File: src/rtl/register_file.sv
// rtl/register_file.sv - 2**ADDR_WIDTH x DATA_WIDTH register file, one sync write port, one async read port
// Optional build macro REG_FILE_BYPASS_EN: forward w_data to r_data when writing the word being read.
module register_file #(
    parameter int DATA_WIDTH = 8,
    parameter int ADDR_WIDTH = 3
) (
    input  logic                  clk,
    input  logic                  reset_n,
    input  logic                  we,
    input  logic [ADDR_WIDTH-1:0] w_address,
    input  logic [ADDR_WIDTH-1:0] r_address,
    input  logic [DATA_WIDTH-1:0] w_data,
    output logic [DATA_WIDTH-1:0] r_data
);

    localparam int DEPTH = 2 ** ADDR_WIDTH;

    logic [DATA_WIDTH-1:0] r_mem [DEPTH];
    logic [DATA_WIDTH-1:0] w_mem_rd;

    // Storage: asynchronous clear of every word, otherwise one word written per enabled edge
    always_ff @(posedge clk or negedge reset_n) begin
        if (!reset_n) begin
            for (int i = 0; i < DEPTH; i++) begin
                r_mem[i] <= '0;
            end
        end else if (we) begin
            r_mem[w_address] <= w_data;
        end
    end

    assign w_mem_rd = r_mem[r_address];

`ifdef REG_FILE_BYPASS_EN
    logic w_fwd;

    // Write-through: a word being written this cycle is visible to the reader before the edge
    always_comb begin
        w_fwd  = we && reset_n && (r_address == w_address);
        r_data = w_fwd ? w_data : w_mem_rd;
    end
`else
    // Plain read: the stored word only, new data appears after the write edge
    always_comb begin
        r_data = w_mem_rd;
    end
`endif

endmodule

File: config.mk
export PLATFORM = sky130hd
export DESIGN_NAME = register_file
export DESIGN_NICKNAME = d
export VERILOG_FILES = /design/src/rtl/register_file.sv
export SDC_FILE = /design/constraint.sdc
export NUM_CORES = 1
export LEC_CHECK = 0
export ABC_CLOCK_PERIOD_IN_PS = 2200
export CORE_MARGIN = 2
export CORE_UTILIZATION = 57
export CTS_BUF_LIST = sky130_fd_sc_hd__clkbuf_8 sky130_fd_sc_hd__clkbuf_16
export DETAILED_ROUTE_END_ITERATION = 8
export PLACE_DENSITY_LB_ADDON = 0.1
export SLEW_MARGIN = 20
export SYNTH_ARGS = -nofsm -noshare
export SYNTH_HDL_FRONTEND = slang
export SYNTH_SLANG_ARGS = --single-unit
File: constraint.sdc
create_clock -name clk -period 2.2 [get_ports clk]
set_clock_uncertainty 0.1 [all_clocks]
set_input_delay 0.44 -clock clk [delete_from_list [all_inputs] [get_ports clk]]
set_output_delay 0.44 -clock clk [all_outputs]
set_load 0.005 [all_outputs]
==> results_dict.tcl <==
set metrics [dict create \
    ys_types 13 \
    die_y_um 76.5 \
    gp_congestion 0.703 \
    power_frac_clock_pct 33.3 \
    num_antenna_cells 0 \
    critPathMaxFanout 4 \
    worst_slew_pin_slew_ns 0.731 \
    critPathLaunchType "primary input" \
    synth_seq_cells 64 \
    synth_compound_area_share_pct 0 \
    clk_latency_ns 0.33 \
    layout_min_cycle_time_ns 2.19 \
    multi_input_area_um2 1290 \
    wl_mm 6.41 \
    drt-initial-drc-count 124 \
    clockRootBuffer "clkbuf_8" \
    hpwl_mm 3.79 \
    top_register "r_mem" \
    wl_per_cell_um 21.6 \
    pwr-share-seq_pct 45.9 \
    hold_ws_ns 0.0626 \
    rsz0062_at_grt "yes" \
    via_count 1795 \
    muxShareOfSynthArea_pct 41.0 \
    hp-class "in2async" \
    grt_first_pass_wirelength_mm 10.6 \
    clkTransAtPathRegs_ns 0.06 \
    power.leakage_nw 1.62 \
    worstPathArrival_ns 1.65 \
    synth_area_leader_cell "dfrtp_1" \
    fin_crit_sh_pct 99.6 \
    synth_adder_area_share_pct 0 \
    power_density_nw_per_um2 919 \
    ys_warn_count 0 \
    reg_top3 "r_mem x64" \
    synthTopCellsByCount "mux2_2, dfrtp_1, mux4_1" \
    route.detailed.drc 0 \
    clock_sinks 64 \
    power_frac_comb_pct 20.8 \
    ioPinCount 25 \
    drive_gt1_share_pct 63.4 \
    grtUsageTotal_pct 24.8 \
    htree_levels 3 \
    async_flop_share_pct 100 \
    synth.most_common_cell "mux2_2" \
    critPathLaunch "r_address[0]" \
    dieArea_um2 5850 \
    p_sw_share_pct 23.2 \
    slew_headroom_pct 51.2 \
    status "completed" \
    synth_edf_count 0 \
    synthXorXnorAreaFrac_pct 0 \
    area_growth_pct 25.4 \
    synthSimpleGateAreaFrac_pct 2.88 \
    syn_nets 189 \
    vdd_drop_max_mv 0.590 \
    avgSynthCellArea_um2 17.4 \
    synth_top_family_by_area "multiplexers" \
    finalHoldViolCount 0 \
    synth_area_leaders "dfrtp_1, mux2_2, mux4_1" \
    largest_reg_flops 64 \
    grt_max_degree 34 \
    numCtsBuffers 9 \
    regToRegStartpoint "r_mem[44]" \
    syn_area_um2 2990 \
    vias_per_cell 6.04 \
    yosysSeqAreaShare_pct 53.5 \
    n_fill_cell 329 \
    grt-ovfl-total 0 \
    final_max_slew_viol_count 0 \
    synth_top_area_share_pct 53.5 \
    row_count 26 \
    first_pass_iters 4 \
    drv_cap 0 \
    cp-end-kind "primary output" \
    final_area_um2 3750 \
    ant_nets 0 \
    core-area_um2 5070 \
    switchingPower_w 0.000800 \
    antenna_found_initial 0 \
    setup_viol 0 \
    synth_top_flop_cell "dfrtp_1" \
    seq_area_um2 1600 \
    syn_inst 172 \
    fmax_mhz 456 \
    criticalPathCategory "in2out" \
    critical_path_required_ns 1.66 \
    die_w_um 76.5 \
    layout.nets 239 \
    p_int_w 0.00265 \
    cts_tree "yes" \
    postPlaceCellArea_um2 3430 \
    start_util_pct 59.0 \
    hold_buffers 0 \
    clock_tree.buffer_depth 2 \
    grt_pass1_vias 1922 \
    finalPower_w 0.00345 \
    port_buffers 24 \
]
==> path summary, 6_finish.rpt <==
check	to	slack (ns)	cells past startpoint
min	r_mem[48]	0.06	1
max	r_data[2]	0.008	6
max in group asynchronous	r_mem[12]	1.31	2
min in group clk	r_mem[7]	0.41	1
min reg2reg	r_mem[7]	0.41	1
max reg2reg	r_mem[44]	1.19	2
==> worst max-delay path, cell delays in order <==
cell    delay (ns)
buf_12        0.09
buf_12        0.11
buf_8         0.11
mux4_2        0.49
mux2_4        0.29
buf_6         0.12
==> placed cells by master (no fill, tap or decap), types with 2 or more instances in the layout <==
cell,instances
mux2_2,67
dfrtp_1,64
buf_4,18
mux4_2,16
clkdlybuf4s50_1,13
clkbuf_8,12
buf_12,6
mux2_4,5
buf_2,5
nor4bb_2,3
nand4b_1,3
buf_6,3
inv_1,2
bufinv_16,2
buf_16,2
clkbuf_2,2
==> routing by layer <==
layer | wire, um | share of wire, % | up-vias | track usage, %
li1 | - | - | 760 | -
met1 | 2910 | 45 | 971 | 36.0
met2 | 3130 | 49 | 52 | 37.1
met3 | 249 | 3.9 | 12 | 6.75
met4 | 115 | 1.8 | 0 | 7.82
met5 | 0 | 0 | - | 0
==> layout make-up <==
cell class	count	area share [%]
clock inverters	4	1.80
well taps	70	2.33
clock buffers	12	4.40
repair buffers	51	14.3
flip-flops and latches	64	42.7
multi-input cells	96	34.5
==> power by group through the flow <==
stage / combinational, W / sequential (W) / clock (W)
floorplan: 0.000444 / 0.00153 / 0
global placement: 0.000636 / 0.00155 / 0
detailed placement: 0.000666 / 0.00157 / 0
CTS: 0.000703 / 0.00157 / 0.00117
global route: 0.000774 / 0.00161 / 0.00124
finish: 0.000717 / 0.00158 / 0.00115
==> cells by family (layout without fill, tap and decap cells) <==
| kind of cell | count (synthesis) | count (layout) |
|---|---|---|
| buf+inv | 12 | 67 |
| mux | 88 | 88 |
| flops | 64 | 64 |
| simple gates | 8 | 8 |
==> what timing repair did <==
item,CTS,global route
resized for setup,65,4
endpoints found under the setup margin,8,5
buffers inserted,5,3
gates cloned,2,0
==> per-stage QoR <==
step	instances	setup WS (ns)	setup TNS, ns	util [%]
6_report	297	0.00843	0	73.9
5_1_grt	297	-0.0242	-0.0274	73.9
4_1_cts	294	0.00108	0	73.5
3_5_place_dp	271	-0.759	-7.68	67.7
3_3_place_gp	271	-0.753	-5.93	67.7
2_1_floorplan	172	0.178	0	-
(Power assumes the default switching activity.)
